$ cat config.mk
export PLATFORM = sky130hd
export DESIGN_NAME = spi_slave_frame
export DESIGN_NICKNAME = d
export VERILOG_FILES = /design/src/rtl/spi_frame_pkg.sv /design/src/rtl/spi_rx_fifo.sv /design/src/rtl/spi_slave_frame.sv
export SDC_FILE = /design/constraint.sdc
export NUM_CORES = 1
export LEC_CHECK = 0
export ABC_AREA = 1
export ABC_CLOCK_PERIOD_IN_PS = 3300
export CAP_MARGIN = 10
export CORE_UTILIZATION = 30
export CTS_BUF_LIST = sky130_fd_sc_hd__clkbuf_8
export CTS_CLUSTER_DIAMETER = 100
export CTS_CLUSTER_SIZE = 14
export DETAILED_ROUTE_END_ITERATION = 8
export GPL_ROUTABILITY_DRIVEN = 1
export HOLD_SLACK_MARGIN = 0.08
export PLACE_DENSITY_LB_ADDON = 0.12
export SLEW_MARGIN = 20
export SYNTH_ARGS = -nofsm -noshare
export SYNTH_HDL_FRONTEND = slang
export SYNTH_SLANG_ARGS = --single-unit
$ cat constraint.sdc
create_clock -name clk -period 3.3 [get_ports clk]
set_input_delay 0.495 -clock clk [delete_from_list [all_inputs] [get_ports clk]]
set_output_delay 0.495 -clock clk [all_outputs]
set_load 0.05 [all_outputs]
$ cat src/rtl/spi_frame_pkg.sv
// Shared types and helpers for the SPI slave frame engine.
package spi_frame_pkg;

  typedef enum logic [1:0] {
    IDLE,
    LOAD,
    SHIFT
  } state_t;

  localparam int unsigned ST_ROOM    = 0;
  localparam int unsigned ST_PAYLOAD = 1;
  localparam int unsigned ST_OVF     = 2;
  localparam int unsigned ST_RSVD    = 3;
  localparam int unsigned ST_CNT_LSB = 4;

  // Sampling happens on the rising SCK edge exactly when CPOL equals CPHA.
  function automatic bit sample_on_rise(input bit cpol, input bit cpha);
    return cpol == cpha;
  endfunction

endpackage

$ cat src/rtl/spi_rx_fifo.sv
// Synchronous RX FIFO with occupancy count; a pop on a full FIFO frees room for a same-cycle push.
module spi_rx_fifo #(
  parameter int WIDTH = 32,
  parameter int DEPTH = 4
) (
  input  logic                     clk,
  input  logic                     reset,
  input  logic                     push,
  input  logic [WIDTH-1:0]         push_data,
  input  logic                     pop,
  output logic [WIDTH-1:0]         head,
  output logic [$clog2(DEPTH):0]   count,
  output logic                     full,
  output logic                     empty
);
  localparam int AW = $clog2(DEPTH);
  localparam int CW = AW + 1;

  logic [WIDTH-1:0] mem [DEPTH];
  logic [AW-1:0]    wr_ptr, rd_ptr;
  logic             do_push, do_pop;

  assign full    = (count == CW'(DEPTH));
  assign empty   = (count == '0);
  assign do_pop  = pop & ~empty;
  assign do_push = push & (~full | do_pop);
  assign head    = empty ? '0 : mem[rd_ptr];

  always_ff @(posedge clk) begin
    if (reset) begin
      wr_ptr <= '0;
      rd_ptr <= '0;
      count  <= '0;
    end else begin
      if (do_push) wr_ptr <= wr_ptr + 1'b1;
      if (do_pop)  rd_ptr <= rd_ptr + 1'b1;
      count <= count + CW'(do_push) - CW'(do_pop);
    end
  end

  always_ff @(posedge clk) begin
    if (do_push) mem[wr_ptr] <= push_data;
  end

endmodule

$ cat src/rtl/spi_slave_frame.sv
// Oversampled SPI slave frame engine: synchronised pins, TX pending register with status header, RX FIFO.
module spi_slave_frame
  import spi_frame_pkg::*;
#(
  parameter int FRAME_BITS  = 32,
  parameter int STATUS_BITS = 8,
  parameter bit CPOL        = 1'b0,
  parameter bit CPHA        = 1'b0,
  parameter bit MSB_FIRST   = 1'b0,
  parameter int RX_DEPTH    = 4
) (
  input  logic                            clk,
  input  logic                            reset,
  input  logic                            SPI_SCK,
  input  logic                            SPI_SS,
  input  logic                            SPI_MOSI,
  output logic                            SPI_MISO,
  input  logic [FRAME_BITS-STATUS_BITS-1:0] tx_data,
  input  logic                            tx_valid,
  output logic                            tx_ready,
  output logic [FRAME_BITS-1:0]           rx_data,
  output logic                            rx_valid,
  input  logic                            rx_ready,
  output logic                            rx_overflow,
  output logic                            frame_abort,
  input  logic                            ovf_clr
);
  localparam int PAYLOAD_BITS = FRAME_BITS - STATUS_BITS;
  localparam int CNT_W        = $clog2(RX_DEPTH) + 1;
  localparam int BIT_W        = $clog2(FRAME_BITS + 1);
  localparam bit SAMPLE_RISE  = sample_on_rise(CPOL, CPHA);
  localparam logic [BIT_W-1:0] LAST_BIT = BIT_W'(FRAME_BITS);

  state_t                  state;
  logic [2:0]              sck_p, ss_p;
  logic [1:0]              mosi_p;
  logic [BIT_W-1:0]        bit_cnt;
  logic [FRAME_BITS-1:0]   rx_sh, tx_sh, push_word;
  logic [PAYLOAD_BITS-1:0] pend;
  logic                    pend_full, push_pend;

  logic                    sck_rise, sck_fall, sample_ev, shift_ev, ss_hi, mosi_s;
  logic [3:0]              flags;
  logic [STATUS_BITS-1:0]  status;
  logic [PAYLOAD_BITS-1:0] payload;
  logic [FRAME_BITS-1:0]   word, word_adv, tx_adv, rx_next;
  logic                    word_first, tx_first;
  logic [CNT_W-1:0]        fifo_count;
  logic                    fifo_full, fifo_empty, drop;

  assign sck_rise  = sck_p[1] & ~sck_p[2];
  assign sck_fall  = ~sck_p[1] & sck_p[2];
  assign sample_ev = SAMPLE_RISE ? sck_rise : sck_fall;
  assign shift_ev  = SAMPLE_RISE ? sck_fall : sck_rise;
  assign ss_hi     = ss_p[1];
  assign mosi_s    = mosi_p[1];

  assign tx_ready  = ~pend_full;
  assign rx_valid  = ~fifo_empty;
  assign drop      = push_pend & fifo_full & ~(rx_ready & ~fifo_empty);

  always_comb begin
    flags             = '0;
    flags[ST_ROOM]    = ~fifo_full;
    flags[ST_PAYLOAD] = pend_full;
    flags[ST_OVF]     = rx_overflow;
    status            = STATUS_BITS'({fifo_count, flags});
    payload           = pend_full ? pend : '0;
    // Status always leads on the wire, so its placement in the word follows the bit order.
    word       = MSB_FIRST ? {status, payload} : {payload, status};
    word_first = MSB_FIRST ? word[FRAME_BITS-1] : word[0];
    word_adv   = MSB_FIRST ? {word[FRAME_BITS-2:0], 1'b0} : {1'b0, word[FRAME_BITS-1:1]};
    tx_first   = MSB_FIRST ? tx_sh[FRAME_BITS-1] : tx_sh[0];
    tx_adv     = MSB_FIRST ? {tx_sh[FRAME_BITS-2:0], 1'b0} : {1'b0, tx_sh[FRAME_BITS-1:1]};
    rx_next    = MSB_FIRST ? {rx_sh[FRAME_BITS-2:0], mosi_s} : {mosi_s, rx_sh[FRAME_BITS-1:1]};
  end

  always_ff @(posedge clk) begin
    if (reset) begin
      sck_p       <= {3{CPOL}};
      ss_p        <= '1;
      mosi_p      <= '0;
      state       <= IDLE;
      bit_cnt     <= '0;
      rx_sh       <= '0;
      tx_sh       <= '0;
      push_word   <= '0;
      push_pend   <= 1'b0;
      pend        <= '0;
      pend_full   <= 1'b0;
      SPI_MISO    <= 1'b1;
      rx_overflow <= 1'b0;
      frame_abort <= 1'b0;
    end else begin
      sck_p       <= {sck_p[1:0], SPI_SCK};
      ss_p        <= {ss_p[1:0], SPI_SS};
      mosi_p      <= {mosi_p[0], SPI_MOSI};
      frame_abort <= 1'b0;
      push_pend   <= 1'b0;

      if (tx_valid && !pend_full) begin
        pend      <= tx_data;
        pend_full <= 1'b1;
      end

      if (drop)         rx_overflow <= 1'b1;
      else if (ovf_clr) rx_overflow <= 1'b0;

      case (state)
        IDLE: begin
          SPI_MISO <= 1'b1;
          bit_cnt  <= '0;
          if (!ss_hi) state <= LOAD;
        end
        LOAD: begin
          bit_cnt <= '0;
          if (ss_hi) begin
            SPI_MISO <= 1'b1;
            state    <= IDLE;
          end else begin
            if (pend_full) pend_full <= 1'b0;
            if (!CPHA) begin
              SPI_MISO <= word_first;
              tx_sh    <= word_adv;
            end else begin
              tx_sh    <= word;
            end
            state <= SHIFT;
          end
        end
        SHIFT: begin
          if (ss_hi) begin
            if (bit_cnt != '0 && bit_cnt != LAST_BIT) frame_abort <= 1'b1;
            SPI_MISO <= 1'b1;
            bit_cnt  <= '0;
            state    <= IDLE;
          end else if (bit_cnt == LAST_BIT) begin
            state <= LOAD;
          end else begin
            if (sample_ev) begin
              rx_sh   <= rx_next;
              bit_cnt <= bit_cnt + 1'b1;
              if (bit_cnt == LAST_BIT - 1'b1) begin
                push_pend <= 1'b1;
                push_word <= rx_next;
              end
            end
            // With CPHA=0 the trailing edge right after a frame boundary would skip the bit LOAD already drove.
            if (shift_ev && (CPHA || bit_cnt != '0)) begin
              SPI_MISO <= tx_first;
              tx_sh    <= tx_adv;
            end
          end
        end
        default: state <= IDLE;
      endcase
    end
  end

  spi_rx_fifo #(
    .WIDTH(FRAME_BITS),
    .DEPTH(RX_DEPTH)
  ) u_fifo (
    .clk       (clk),
    .reset     (reset),
    .push      (push_pend),
    .push_data (push_word),
    .pop       (rx_ready),
    .head      (rx_data),
    .count     (fifo_count),
    .full      (fifo_full),
    .empty     (fifo_empty)
  );

endmodule

==> metrics list <==
- Warning count from the yosys run: 0
- Least-Margin Pin Slew: 0.959 ns
- TritonCTS built the clock tree.
* Count of cells resized by post-cts repair: 0
- The min-delay analysis places its worst path in the category flip-flop to flip-flop.
- Die boundary width: 192 um
- At the worst endpoint, the arrival time is 2.45 ns.
* Gr ovfl total: 0
* Commonest non-fill, non-tap cell in the layout: sky130_fd_sc_hd__nor2_1
* Post-placement setup slack: 0.775 ns
* First-pass GRT wire length: 38.9 mm
- In this run the power density over the cells is 626 nW/um^2.
- Wires add up to 24.2 mm.
* Total routing resource utilization after global routing: 0.135
* Flop and latch count out of synthesis: 275
- Worst-path fanout max: 64
* Total count of hold-check failures in the final report: 0
- The clock arrives with 0.0216 ns of skew.
- Core area: 35600 um^2
- For the worst-skew pair, the clock arrives at the later sink with an insertion delay of 0.55 ns.
- Detailed Place HPWL: 14.0 mm
- Measured against its own limit, the worst slew margin works out to 0.359.
- Fin area: 12700 um^2
* Overall die area: 36800 um^2
- Of the total power, combinational logic draws 0.311.
* Setup tns final: 0 ns
- The first detailed-routing pass took 6 iterations.
- The layout has 3653 filler cells.
- Net switching share of the total power: 0.346
* Pin count of the biggest net entering global routing: 114
- Die Span Y: 192 um
- Register share of total power: 0.468
* Drt wl/cell: 14.4 um
- In the layout the commonest cells are 277 x sky130_fd_sc_hd__nor2_1, 146 x sky130_fd_sc_hd__dfxtp_1, 139 x sky130_fd_sc_hd__o21ai_0.
- The biggest area contributor in the post-synthesis netlist is sky130_fd_sc_hd__edfxtp_1.
* Initial core utilization: 0.304
* Post-DRT Antenna Nets: 0
- Setup slack closes at 0.354 ns.
* Placement row count: 69
* Final count of negative-setup-slack endpoints: 0
* Initial antenna violation count: 0
* Vias after detailed routing: 7521
* I/O Buffers: 68
- Period utilisation layout: 0.893
- Number of DRC markers in iteration 0: 495
- Num CTS Buffers: 23
* Type of the worst setup path: flip-flop to primary output
- H-tree depth reported by CTS: 1
* Nets: 1251
- Power spent charging and discharging nets: 2.74 mW
* Sequential fraction of the synthesis area: 0.627
- Root buffer cell: sky130_fd_sc_hd__clkbuf_8
- Fraction of layout instances using a drive strength above 1: 0.0837
- Worst vdd rail ir drop: 0.457 mV
* Startpoint types: flip-flop
- Via count normalized by instance count: 4.48
- Hold WS: 0.410 ns
- Compared with the post-synthesis result, the final layout area differs by 17.2%.
- Cell leakage power: 4.99 nW
* Filler-free cell count of the finished design: 1680
- Tmin final: 2.95 ns
- CTS saw 275 sinks.
- Internal power comes to 5.19 mW.
- Unrepaired setup endpoints after global routing: no
- Clock-pin slew was measured on the worst setup and hold paths at 0.10 ns.
- Netlist area before placement: 10800 um^2
* # IOs: 69
- Area after detailed placement: 12300 um^2
* Share of the synthesized area in the top cell type: 0.355
* Synthesized Nets: 1203
- The longest clock path from root to sink contains 3 buffers.
* Required time of the critical path: 2.80 ns
- Element type at the critical path end: primary output
- The via count of the first global-routing pass is 7059.
- Final estimated routing congestion in global placement: 0.773
- Instance count of the mapped netlist: 1157
- After synthesis, the cell types taking the most area are sky130_fd_sc_hd__edfxtp_1 36%, sky130_fd_sc_hd__dfxtp_1 27%, sky130_fd_sc_hd__nor2_1 9.7%, sky130_fd_sc_hd__o21ai_0 6.4%, sky130_fd_sc_hd__nand2_1 3.7%.
- Buffers added to address setup during post-CTS repair amount to 0.
- Average cell area after synthesis: 9.35 um^2
- The flow ran to the end, and the final reports show no timing, DRC or antenna violations.
- The number of pins exceeding their max-slew limit in the final report came to 0.
- Antenna Cells: 0
- The netlist uses 33 different library cells.
- For this run, design rule violations remaining after detail routing come to 0.
- Hold_buf cts: 0
- Of the total power, the clock network draws 0.221.
- Highest clock frequency the design can meet: 339 MHz
- Number of max-capacitance violations reported: 0
- In this run, placement finished with an instance count of 1641.
[final cells by class]
| cell class | count | area [um^2] | share of cell area |
|---|---|---|---|
| clock inverter | 16 | 67.6 | 0.00533 |
| inverter | 89 | 334 | 0.0264 |
| multi-input combinational | 726 | 3420 | 0.269 |
| tap | 461 | 577 | 0.0455 |
| timing repair buffer | 90 | 1180 | 0.0930 |
| sequential | 275 | 6790 | 0.535 |
| clock buffer | 23 | 317 | 0.0250 |
[synth_stat cells]
master / number
sky130_fd_sc_hd__fa_1: 1
sky130_fd_sc_hd__clkinv_1: 1
sky130_fd_sc_hd__o21ai_0: 139
sky130_fd_sc_hd__ha_1: 13
sky130_fd_sc_hd__nand2_1: 108
sky130_fd_sc_hd__nand4_2: 1
sky130_fd_sc_hd__o21ai_1: 21
sky130_fd_sc_hd__edfxtp_1: 128
sky130_fd_sc_hd__nor3_2: 1
sky130_fd_sc_hd__nor2_4: 1
sky130_fd_sc_hd__a21oi_1: 79
sky130_fd_sc_hd__a21boi_1: 1
sky130_fd_sc_hd__a22oi_1: 9
sky130_fd_sc_hd__o2111ai_1: 1
sky130_fd_sc_hd__nand2_4: 2
sky130_fd_sc_hd__or2_2: 2
sky130_fd_sc_hd__inv_1: 85
sky130_fd_sc_hd__buf_2: 17
sky130_fd_sc_hd__nand2_2: 4
sky130_fd_sc_hd__inv_2: 3
sky130_fd_sc_hd__nor3_1: 10
sky130_fd_sc_hd__clkbuf_2: 1
sky130_fd_sc_hd__clkbuf_1: 35
sky130_fd_sc_hd__nand3_1: 33
sky130_fd_sc_hd__nor2_1: 281
sky130_fd_sc_hd__nor2_2: 2
sky130_fd_sc_hd__nor2_8: 1
sky130_fd_sc_hd__buf_4: 1
sky130_fd_sc_hd__buf_6: 3
sky130_fd_sc_hd__nand4_1: 2
sky130_fd_sc_hd__dfxtp_1: 147
sky130_fd_sc_hd__a22o_1: 14
sky130_fd_sc_hd__buf_1: 10
[critical path, cell delays in order, from the launching register on]
cell                      delay [ns]
sky130_fd_sc_hd__dfxtp_2        0.34
sky130_fd_sc_hd__buf_4          0.57
sky130_fd_sc_hd__nor2_1         0.11
sky130_fd_sc_hd__nor2_1         0.11
sky130_fd_sc_hd__o21ai_0        0.09
sky130_fd_sc_hd__a21oi_1        0.47
sky130_fd_sc_hd__buf_12         0.21
[metrics by stage]
stage	power, mW	utilization
final	7.93	0.356
after global routing	8.41	0.356
after floorplan	5.25	-
after global placement	6.30	0.346
after detailed placement	6.30	0.346
after CTS	8.07	0.356
[power groups by stage]
stage | Sequential [mW] | Clock, mW | Combinational, mW
2_1_floorplan | 3.78 | 0 | 1.48
3_3_place_gp | 3.79 | 0 | 2.51
3_5_place_dp | 3.79 | 0 | 2.50
4_1_cts | 3.71 | 1.85 | 2.51
5_1_grt | 3.73 | 1.96 | 2.73
6_report | 3.71 | 1.75 | 2.46
[path summary, 6_finish.rpt]
path / start / endpoint / slack [ns] / depth (start not counted)
setup reg to reg: state[0]$_SDFFE_PP0P_ / push_word[4]$_SDFFE_PP0P_ / 0.77 / 9
setup / recovery: flip-flop / rx_data[1] / 0.35 / 6
hold / removal: sck_p[0]$_SDFF_PP0_ / sck_p[1]$_SDFF_PP0_ / 0.41 / 2
hold reg to reg: sck_p[0]$_SDFF_PP0_ / sck_p[1]$_SDFF_PP0_ / 0.41 / 2
[state kept, by name (all words and copies together) (netlist names), 2 cells and up, named ones only]
name / flops
u_fifo.mem: 128
push_word: 32
rx_sh: 31
tx_sh: 31
pend: 24
bit_cnt: 6
sck_p: 3
u_fifo.count: 3
mosi_p: 2
ss_p: 2
state: 2
u_fifo.rd_ptr: 2
u_fifo.wr_ptr: 2
[cells by family (layout without fill, tap and decap cells)]
family / count (synthesis) / in the layout / share of synthesized area
AND/OR/NAND/NOR: 448 / 448 / 0.168
flip-flops: 275 / 275 / 0.627
AO/OA/AOI/OAI: 264 / 264 / 0.130
buffers and inverters: 156 / 218 / 0.0586
adder cells (fa/ha/maj): 14 / 14 / 0.0169
[per-layer routing]
layer	GRT usage	routed length, um	part of all wire
met5	0	0	0
met4	0.0317	466	0.019
met3	0.0172	686	0.028
met2	0.220	11000	0.46
met1	0.188	12000	0.50
Power figures use the tool's default switching activity.
